`config.mk`:
```
export PLATFORM = sky130hd
export DESIGN_NAME = rx_data_sr
export DESIGN_NICKNAME = d
export VERILOG_FILES = /design/src/rtl/rx_data_sr.sv
export SDC_FILE = /design/constraint.sdc
export NUM_CORES = 1
export LEC_CHECK = 0
export CAP_MARGIN = 20
export CELL_PAD_IN_SITES_DETAIL_PLACEMENT = 1
export CELL_PAD_IN_SITES_GLOBAL_PLACEMENT = 1
export CORE_UTILIZATION = 40
export DETAILED_ROUTE_END_ITERATION = 12
export PLACE_DENSITY = 0.76
export SLEW_MARGIN = 30
export SYNTH_ARGS = -nofsm -noshare
export SYNTH_HDL_FRONTEND = slang
export SYNTH_SLANG_ARGS = --single-unit
export TNS_END_PERCENT = 10
```
`constraint.sdc`:
```
create_clock -name clk -period 3.17 [get_ports clk]
set_clock_uncertainty 0.05 [all_clocks]
set_input_delay 0.4755 -clock clk [delete_from_list [all_inputs] [get_ports clk]]
set_output_delay 0.4755 -clock clk [all_outputs]
set_load 0.03 [all_outputs]
```
`src/rtl/rx_data_sr.sv`:
```
// Serial-to-parallel receive register: assembles MSB-first bits into NUM_BYTES-byte words,
// with a one-word holding register, full/overrun handshake and START/STOP abort.
module rx_data_sr #(
   parameter int NUM_BYTES = 8
) (
   input  logic                   clk,
   input  logic                   rst,
   input  logic                   sda_in,
   input  logic                   rising_edge_found,
   input  logic                   rx_enable,
   input  logic                   clear_pos,
   input  logic                   data_read,
   output logic [8*NUM_BYTES-1:0] rx_data,
   output logic                   rx_full,
   output logic                   byte_received,
   output logic                   overrun,
   output logic                   busy
);

   localparam int W  = 8 * NUM_BYTES;
   localparam int BW = (NUM_BYTES > 1) ? $clog2(NUM_BYTES) : 1;
   localparam logic [BW-1:0] LAST_BYTE = BW'(NUM_BYTES - 1);

   logic [W-1:0]  shift_q, shift_d;
   logic [2:0]    bit_cnt_q, bit_cnt_d;
   logic [BW-1:0] byte_cnt_q, byte_cnt_d;
   logic [W-1:0]  rx_data_q, rx_data_d;
   logic          rx_full_q, rx_full_d;
   logic          overrun_q, overrun_d;
   logic          byte_received_q, byte_received_d;

   logic          sample;
   logic          byte_done;
   logic          word_done;
   logic [W-1:0]  word_in;

   // An ACK slot (rx_enable low) and an abort cycle must not move the counters.
   assign sample    = rising_edge_found & rx_enable & ~clear_pos;
   assign byte_done = sample & (bit_cnt_q == 3'd7);
   assign word_done = byte_done & (byte_cnt_q == LAST_BYTE);
   assign word_in   = {shift_q[W-2:0], sda_in};

   // NOTE: every signal gets a default at the top of the block so no path leaves it unassigned,
   // which would otherwise infer a latch.
   always_comb begin
      shift_d         = shift_q;
      bit_cnt_d       = bit_cnt_q;
      byte_cnt_d      = byte_cnt_q;
      rx_data_d       = rx_data_q;
      rx_full_d       = rx_full_q;
      overrun_d       = overrun_q;
      byte_received_d = byte_done;

      if (clear_pos) begin
         shift_d    = '0;
         bit_cnt_d  = '0;
         byte_cnt_d = '0;
      end else if (sample) begin
         shift_d   = word_in;
         bit_cnt_d = bit_cnt_q + 3'd1;
         if (bit_cnt_q == 3'd7) begin
            byte_cnt_d = (byte_cnt_q == LAST_BYTE) ? '0 : byte_cnt_q + BW'(1);
         end
      end

      // A read in the completion cycle frees the holding register just in time for the new word.
      if (word_done) begin
         if (!rx_full_q || data_read) begin
            rx_data_d = word_in;
            rx_full_d = 1'b1;
            overrun_d = 1'b0;
         end else begin
            overrun_d = 1'b1;
         end
      end else if (data_read && rx_full_q) begin
         rx_full_d = 1'b0;
         overrun_d = 1'b0;
      end
   end

   // NOTE: sequential state uses non-blocking assignments so every flop samples pre-edge values.
   always_ff @(posedge clk) begin
      if (rst) begin
         shift_q         <= '0;
         bit_cnt_q       <= '0;
         byte_cnt_q      <= '0;
         rx_data_q       <= '0;
         rx_full_q       <= 1'b0;
         overrun_q       <= 1'b0;
         byte_received_q <= 1'b0;
      end else begin
         shift_q         <= shift_d;
         bit_cnt_q       <= bit_cnt_d;
         byte_cnt_q      <= byte_cnt_d;
         rx_data_q       <= rx_data_d;
         rx_full_q       <= rx_full_d;
         overrun_q       <= overrun_d;
         byte_received_q <= byte_received_d;
      end
   end

   assign rx_data       = rx_data_q;
   assign rx_full       = rx_full_q;
   assign overrun       = overrun_q;
   assign byte_received = byte_received_q;
   assign busy          = (bit_cnt_q != 3'd0) | (byte_cnt_q != '0);

endmodule

```
# Word level (Yosys, flattened, before mapping)
# Index checks and enable logic that the tools add are counted.
dict set report op_classes {
  n_mul 0
  div_mod_pow 0
  n_bitwise 6
  add_sub_neg 2
  n_eq_ne 3
  shifts 0
  muxes 6
  reduce_logical 10
  n_lt_le_gt_ge 0
}
# cell count
set ops {}
lappend ops {{adder 3 x 1 -> 3 bit, second input constant} 2}
lappend ops {{equality test 3 bit, second input constant} 2}
lappend ops {{AND reduction 2 bit} 3}
lappend ops {{nonzero test 3 bit} 2}
lappend ops {{2-to-1 mux 1 bit} 5}
lappend ops {{bitwise AND 1 bit} 4}
lappend ops {{2-to-1 mux 3 bit} 1}
lappend ops {{!= test 2 x 1 -> 1 bit, second input constant} 1}
lappend ops {{nonzero test 2 bit} 1}
lappend ops {{OR reduction 2 bit} 1}
lappend ops {{logical AND 1 bit} 1}
lappend ops {{logical NOT 1 bit} 1}
lappend ops {{logical OR 1 bit} 1}
lappend ops {{inverter 1 bit} 1}
lappend ops {{OR 1 bit} 1}
dict set report totals {
  ram_bits 0
  register_bits 136
  latch_bits 0
  in_bits 7
  elab_cells 34
  memories 0
  rom_bits 0
  out_inout_bits 68
}

# Depth between registers and ports, before layout
# Gate-level depths: netlist of run 1.
dict set report logic_depth {
  depth_word 6
  ltp_mapped 6
  mapped_depth_nobuf 5
}

# Least setup slack after synthesis of run 1
# OpenSTA, ideal clock, no wires.
dict set report synth_path {
  path_kind {input port to flip-flop}
  startpoint {in clear_pos}
  endpoint {reg rx_data_q[10], in the netlist rx_data[10]}
  path_slack_ps 1598
  n_path_buf 3
  cell_stages 6
  arrival_time_ps 1450
  cell_sequence {and3b_1 -> buf_6 -> and4_4 -> buf_12 -> buf_12 -> mux2i_1}
}
dict set report synth_via {
  elab_chain_len 5
}
# item line
set synth_lines {}
lappend synth_lines {{from (decl)} 11} ;# input logic clear_pos,
lappend synth_lines {{inverter 1 bit} 38} ;# assign sample = rising_edge_found & rx_enable & ~clear_pos;
lappend synth_lines {{bitwise AND 1 bit} 38}
lappend synth_lines {{bitwise AND 1 bit} 39} ;# assign byte_done = sample & (bit_cnt_q == 3'd7);
lappend synth_lines {{bitwise AND 1 bit} 40} ;# assign word_done = byte_done & (byte_cnt_q == LAST_BYTE);
lappend synth_lines {{AND reduction 2 bit (no source line)} -}
lappend synth_lines {{to (signal assigned)} 95} ;# rx_data_q <= rx_data_d;
lappend synth_lines {{to (decl)} 27} ;# logic [W-1:0] rx_data_q, rx_data_d;
# No other way between the ends.
# A chain may end at the register's enable or synchronous reset.

# Worst setup path after layout of run 1
dict set report layout_path {
  startpoint {reg bit_cnt_q[0]}
  endpoint {out busy}
}
dict set report layout_via {
  elab_chain_len 2
}
# item line
set layout_lines {}
lappend layout_lines {{from (decl)} 25} ;# logic [2:0] bit_cnt_q, bit_cnt_d;
lappend layout_lines {{from (signal assigned)} 93} ;# bit_cnt_q <= bit_cnt_d;
lappend layout_lines {{nonzero test 3 bit} 106} ;# assign busy = (bit_cnt_q != 3'd0) | (byte_cnt_q != '0);
lappend layout_lines {{OR 1 bit} 106}
lappend layout_lines {{to (decl)} 17} ;# output logic busy
# No other way between the ends.

==> results of run 1 <==
[power groups by stage]
stage / Combinational (mW) / Sequential (mW) / Clock, mW
final: 0.125 / 1.74 / 2.08
after global routing: 0.135 / 1.74 / 2.20
after CTS: 0.127 / 1.74 / 2.12
after detailed placement: 0.125 / 1.78 / 0
after global placement: 0.122 / 1.78 / 0
after floorplan: 0.0965 / 1.77 / 0
[worst paths after layout]
path	startpoint	to	slack, ps	cells past startpoint
max reg2reg	bit_cnt_q[1]	rx_data[55]	1230	5
min reg2reg	rx_data[15]	rx_data[15]	430	2
min	rx_data[15]	rx_data[15]	430	2
max	bit_cnt_q[0]	busy	750	4
[per-layer routing]
metal	global-route usage, %	up-vias	part of all wire, %
met1	21.5	1848	47
met2	29.5	60	49
met5	0	-	0
li1	-	1787	-
met4	6.17	0	0.98
met3	5.07	11	3.4
[cells in the mapped netlist]
master / instances
and4_4: 1
a31o_2: 1
a211oi_1: 1
nand2_1: 3
nand3_1: 3
dfxtp_1: 136
nand2b_1: 129
o221a_2: 65
ha_1: 6
a21oi_1: 3
and3b_1: 1
or3b_2: 1
buf_12: 7
buf_6: 1
nor2_1: 5
or3_1: 1
buf_2: 5
a31oi_1: 1
inv_1: 4
mux2i_1: 65
xnor2_1: 1
buf_1: 3
clkbuf_1: 27
nand4b_1: 1
or2_2: 1
[flip-flops by register name, indices dropped and copies added, names as in the netlist]
| name | cells |
|---|---|
| shift_q | 63 |
| byte_cnt_q | 3 |
| overrun | 1 |
| bit_cnt_q | 3 |
| rx_full | 1 |
| rx_data | 64 |
| byte_received | 1 |
[layout make-up]
| cell class | count | area (um2) | area share (%) |
|---|---|---|---|
| Clock buffer | 17 | 425 | 6.25 |
| Clock inverter | 15 | 201 | 2.96 |
| Inverter | 4 | 15.0 | 0.221 |
| Multi-Input combinational cell | 289 | 2420 | 35.5 |
| Sequential cell | 136 | 2720 | 40.0 |
| Tap cell | 176 | 220 | 3.23 |
| Timing Repair Buffer | 80 | 806 | 11.8 |
[cell families after synthesis]
logic type               synth area share [%]
AND/OR/NAND/NOR                          16.6
flip-flops                               50.1
AO/OA/AOI/OAI                            14.2
multiplexers                             12.0
buffers and inverters                    5.60
adder cells (fa/ha/maj)                  1.38
XOR/XNOR                                0.161
[worst max-delay path, delay by kind of cell, from the launching register on]
kind / cells / cell delay (ps)
adder cells (fa/ha/maj): 1 / 210
buffers and inverters: 2 / 780
flip-flops: 1 / 360
AND/OR/NAND/NOR: 1 / 140
[through the flow]
stage	total power, mW	hold slack [ps]	setup slack [ps]
floorplan	1.87	396	1600
global placement	1.90	408	565
detailed placement	1.90	411	431
CTS	3.99	430	725
global route	4.08	438	691
finish	3.94	426	749
==> flow_summary.yaml, run 1 <==
outcome:
  status: "finished, final reports clean"
floorplan:
  start_util_pct: 41.0
  rows: 42
  fp.dieH_um: 119
  coreArea_um2: 13200
  die_area_um2: 14100
  ios: 75
  die_w_um: 119
clock_network:
  insertion_delay_ps: 420
  post_cts_resized: 0
  cts.sinks: 136
  root_buffer: "clkbuf_16"
  cts_made_buffers: 17
  post_cts_buffers: 0
  holdBufCountCts: 0
  cts.reportedPaths.clkPinSlew_ps: 60
  htree_levels: 4
  cts_tree: "built"
  clockBufferDepth: 2
timing:
  rsz0062_at_grt: "false"
  period_share_pct: 76.4
  finalSetupViolations: 0
  maxSlewViolCount: 0
  hold_violations: 0
  fin_crit_ps: 2420
  tns_ps: 0
  maxSlewHeadroom_pct: 50.6
  tightest_slew_ps: 741
  max_freq_mhz: 413
grt:
  grt.total_usage_pct: 17.6
  grt_max_degree: 78
  overflow: 0
  antenna_found_initial: 0
  grt_pass1_vias: 3855
  grt_pass1_wl_mm: 19.6
drt:
  drc_errors: 0
  viasPerCell: 5.17
  drt_iter0_markers: 168
  wl_per_cell_um: 16.5
  first_pass_iters: 4
  ant_nets: 0
  num_vias: 3706
  wl_mm: 11.8
critical_path:
  start_kind: "register"
  cp_max_fo: 2
  max_stage_delay_ps: 690
  crit_arrival_ps: 1900
  slowest_stage: "clkdlybuf4s50_1"
  critPathRequiredTime_ps: 2640
  critical_path_class: "register to primary output"
  path_cells: "inv_1 -> ha_1 -> nand3_1 -> clkdlybuf4s50_1"
  cp-end-kind: "primary output"
power_and_ir_drop:
  intPower_mw: 3.10
  switching_share_pct: 21.4
  combPwrFrac_pct: 3.2
  p_leak_nw: 2.40
  cellPowerDensity_nw_per_um2: 579
  clkPwrFrac_pct: 52.7
  irDropWorstVdd_mv: 0.353
  switchingPower_mw: 0.843
  p_seq_share_pct: 44.1
synthesis:
  yosysSeqAreaShare_pct: 50.1
  postSynthCellCount: 472
  synth.area.top_cells: "dfxtp_1 50%, nand2b_1 15%, o221a_2 13%"
  syn_avg_cell_area_um2: 11.5
  syn_nets: 485
  yosys.area.top_type_share_pct: 50.1
  synth_top_area_cell: "dfxtp_1"
  ys_ff_latch: 136
  ys_warn_count: 0
  syn_area_um2: 5430
  synth.distinct_cells: 25
placed_design:
  globalplace.congestion: 0.712
  portBuffers: 74
  dp_hpwl_mm: 7.00
  dp_cells: 685
  place_area_um2: 6180
finish:
  drive_gt1_share_pct: 20.5
  instances_no_fill: 717
  area_growth_pct: 25.3
  fin_area_um2: 6810
  num-nets-final: 541
  mostFrequentLayoutCell: "dfxtp_1"
  fillCellCount: 1402
  final_cell_mix: "136 x dfxtp_1, 129 x nand2b_1, 73 x clkdlybuf4s50_1, 65 x o221a_2, 65 x mux2i_1"
  diodes: 0
  final_util_pct: 51.4
flow_run:
  max_cap_viol_count: 0
worst_hold_path:
  worstHoldPathType: "register to register"
(Power assumes the default switching activity.)
==> run 2, diff against run 1 <==
--- a/config.mk
+++ b/config.mk
@@ -8,9 +8,9 @@
 export CAP_MARGIN = 20
 export CELL_PAD_IN_SITES_DETAIL_PLACEMENT = 1
 export CELL_PAD_IN_SITES_GLOBAL_PLACEMENT = 1
-export CORE_UTILIZATION = 40
+export CORE_UTILIZATION = 39
 export DETAILED_ROUTE_END_ITERATION = 12
-export PLACE_DENSITY = 0.76
+export PLACE_DENSITY = 0.77
 export SLEW_MARGIN = 30
 export SYNTH_ARGS = -nofsm -noshare
 export SYNTH_HDL_FRONTEND = slang
==> constraint.sdc (replaced) <==
create_clock -name clk -period 2 [get_ports clk]
set_clock_uncertainty 0.05 [all_clocks]
set_input_delay 0.3 -clock clk [delete_from_list [all_inputs] [get_ports clk]]
set_output_delay 0.3 -clock clk [all_outputs]
set_load 0.03 [all_outputs]
==> run 2 against run 1 <==
Cell count grew 1.4%; via count increased by 1.4%; non-clock buffer count increased by 10; clock power increased by 58%; critical path depth down 3; clock-buffer cell count up 8; core utilization grew 0.11 points; power up 59%; critical endpoint is now rx_full.
==> flow_summary.yaml, run 2 (synthesis gave the netlist of run 1 again) <==
placed_design:
  globalplace.congestion: 0.699
  portBuffers: 74
  dp_slack_ps: 6.36
  dp_hpwl_mm: 7.51
power_and_ir_drop:
  irDropWorstVdd_mv: 0.378
  cellPowerDensity_nw_per_um2: 908
  switching_share_pct: 20.4
  p_seq_share_pct: 44.0
  p_leak_nw: 2.47
  combPwrFrac_pct: 3.4
  report.power.total_mw: 6.27
  switchingPower_mw: 1.28
  intPower_mw: 4.99
  clkPwrFrac_pct: 52.6
critical_path:
  cpLargestDelayFamily: "buffers and inverters"
  critical_path_class: "register to primary output"
  r2r_setup_slack_ps: 220
  slowest_stage: "clkdlybuf4s50_1"
  r2r_start: "bit_cnt_q[1]"
  cp_num_buf_inv: 1
  critPathRequiredTime_ps: 1650
  max_stage_delay_ps: 700
  path_cells: "clkdlybuf4s50_1"
  crit_arrival_ps: 1520
  cp_max_fo: 3
  start_kind: "register"
  crit_path_start: "rx_full"
  cp-end-kind: "primary output"
flow_run:
  max_cap_viol_count: 0
finish:
  final_cell_mix: "136 x dfxtp_1, 129 x nand2b_1, 72 x clkdlybuf4s50_1, 65 x o221a_2, 65 x mux2i_1"
  multi_input_area_um2: 2420
  largest_reg_flops: 64
  num-nets-final: 551
  drive_gt1_share_pct: 21.8
  fillCellCount: 1423
  diodes: 0
  final_util_pct: 51.5
  area_growth_pct: 27.1
  mostFrequentLayoutCell: "dfxtp_1"
  seq_area_um2: 2720
timing:
  fin_crit_ps: 1870
  maxSlewHeadroom_pct: 69.6
  final.setup.worst_slack_ps: 126
  period_share_pct: 93.7
  tns_ps: 0
  tightest_slew_ps: 455
  maxSlewViolCount: 0
  hold_violations: 0
  rsz0062_at_grt: "false"
  max_freq_mhz: 534
  finalSetupViolations: 0
worst_hold_path:
  worstHoldStart: "rst"
  worstHoldPathType: "input pin to register"
drt:
  num_vias: 3758
  drc_errors: 0
  drt_iter0_markers: 187
  wl_per_cell_um: 16.7
  first_pass_iters: 4
  viasPerCell: 5.17
  ant_nets: 0
  wl_mm: 12.1
clock_network:
  post_cts_buffers: 0
  cts.sinks: 136
  cts_made_buffers: 17
  cts_tree: "built"
  clockBufferDepth: 2
  cts.reportedPaths.clkPinSlew_ps: 60
  insertion_delay_ps: 420
  root_buffer: "clkbuf_16"
  htree_levels: 4
floorplan:
  die_area_um2: 14400
  ios: 75
  coreArea_um2: 13400
  die_w_um: 120
  start_util_pct: 40.5
  rows: 42
  fp.dieH_um: 120
grt:
  grt_max_degree: 55
  antenna_found_initial: 0
  grt_pass1_vias: 4010
  overflow: 0
  grt.total_usage_pct: 18.0
  grt_pass1_wl_mm: 20.1
outcome:
  status: "finished, final reports clean"
## run 2: cell types whose count changed in the layout (fill, tap and decap cells not counted), sizes merged
cell / previous run / this run
bufinv: 4 / 3
clkbuf: 17 / 26
buf: 7 / 17
clkinvlp: 3 / 1
clkdlybuf4s50: 73 / 72
inv: 5 / 4
clkinv: 7 / 3
## run 2: metal layers
| metal | vias up | part of all wire [%] | track usage (%) |
|---|---|---|---|
| met5 | - | 0 | 0 |
| met1 | 1855 | 44 | 21.1 |
| li1 | 1815 | - | - |
| met4 | 0 | 2.1 | 8.91 |
| met2 | 66 | 51 | 30.4 |
| met3 | 22 | 3.1 | 4.28 |
## run 2: power groups by stage
stage	sequential [mW]	combinational (mW)	clock, mW
after detailed placement	2.82	0.216	0
final	2.76	0.216	3.29
after global placement	2.81	0.210	0
after floorplan	2.81	0.153	0
after CTS	2.76	0.219	3.35
after global routing	2.76	0.231	3.46
## run 2: repair_timing
action / 4_1_cts / 5_1_grt
setup endpoints to repair: 1 / 1
gates cloned: 0 / 0
gates resized for setup: 1 / 2
hold buffers: 0 / 0
## run 2: worst reg2reg max path: cells and delay by family (launching register included)
family	cells	cell delay, ps
adders and majority gates	2	440
DFF	1	360
and+or+nand+nor	1	320
muxes	1	270
buffers and inverters	1	250
## run 2: cell type report
cell class                 count  area share [%]
sequential                   136            39.4
multi-input combinational    289            35.0
timing repair buffer          90            13.0
clock buffer                  25            7.47
tap                          176            3.19
clock inverter                 7            1.63
inverter                       4           0.217
## run 2: metrics by stage
stage	hold slack (ps)	area [um2]	instances
after floorplan	396	5430	472
final	271	6900	727
after global placement	408	6280	695
after CTS	270	6910	727
after global routing	302	6900	727
after detailed placement	414	6280	695
## run 2: path summary, 6_finish.rpt
kind	end	depth (start not counted)
setup / recovery	rx_full	1
hold / removal	byte_cnt_q[1]	3
setup reg to reg	rx_data[8]	5
hold reg to reg	rx_data[16]	2
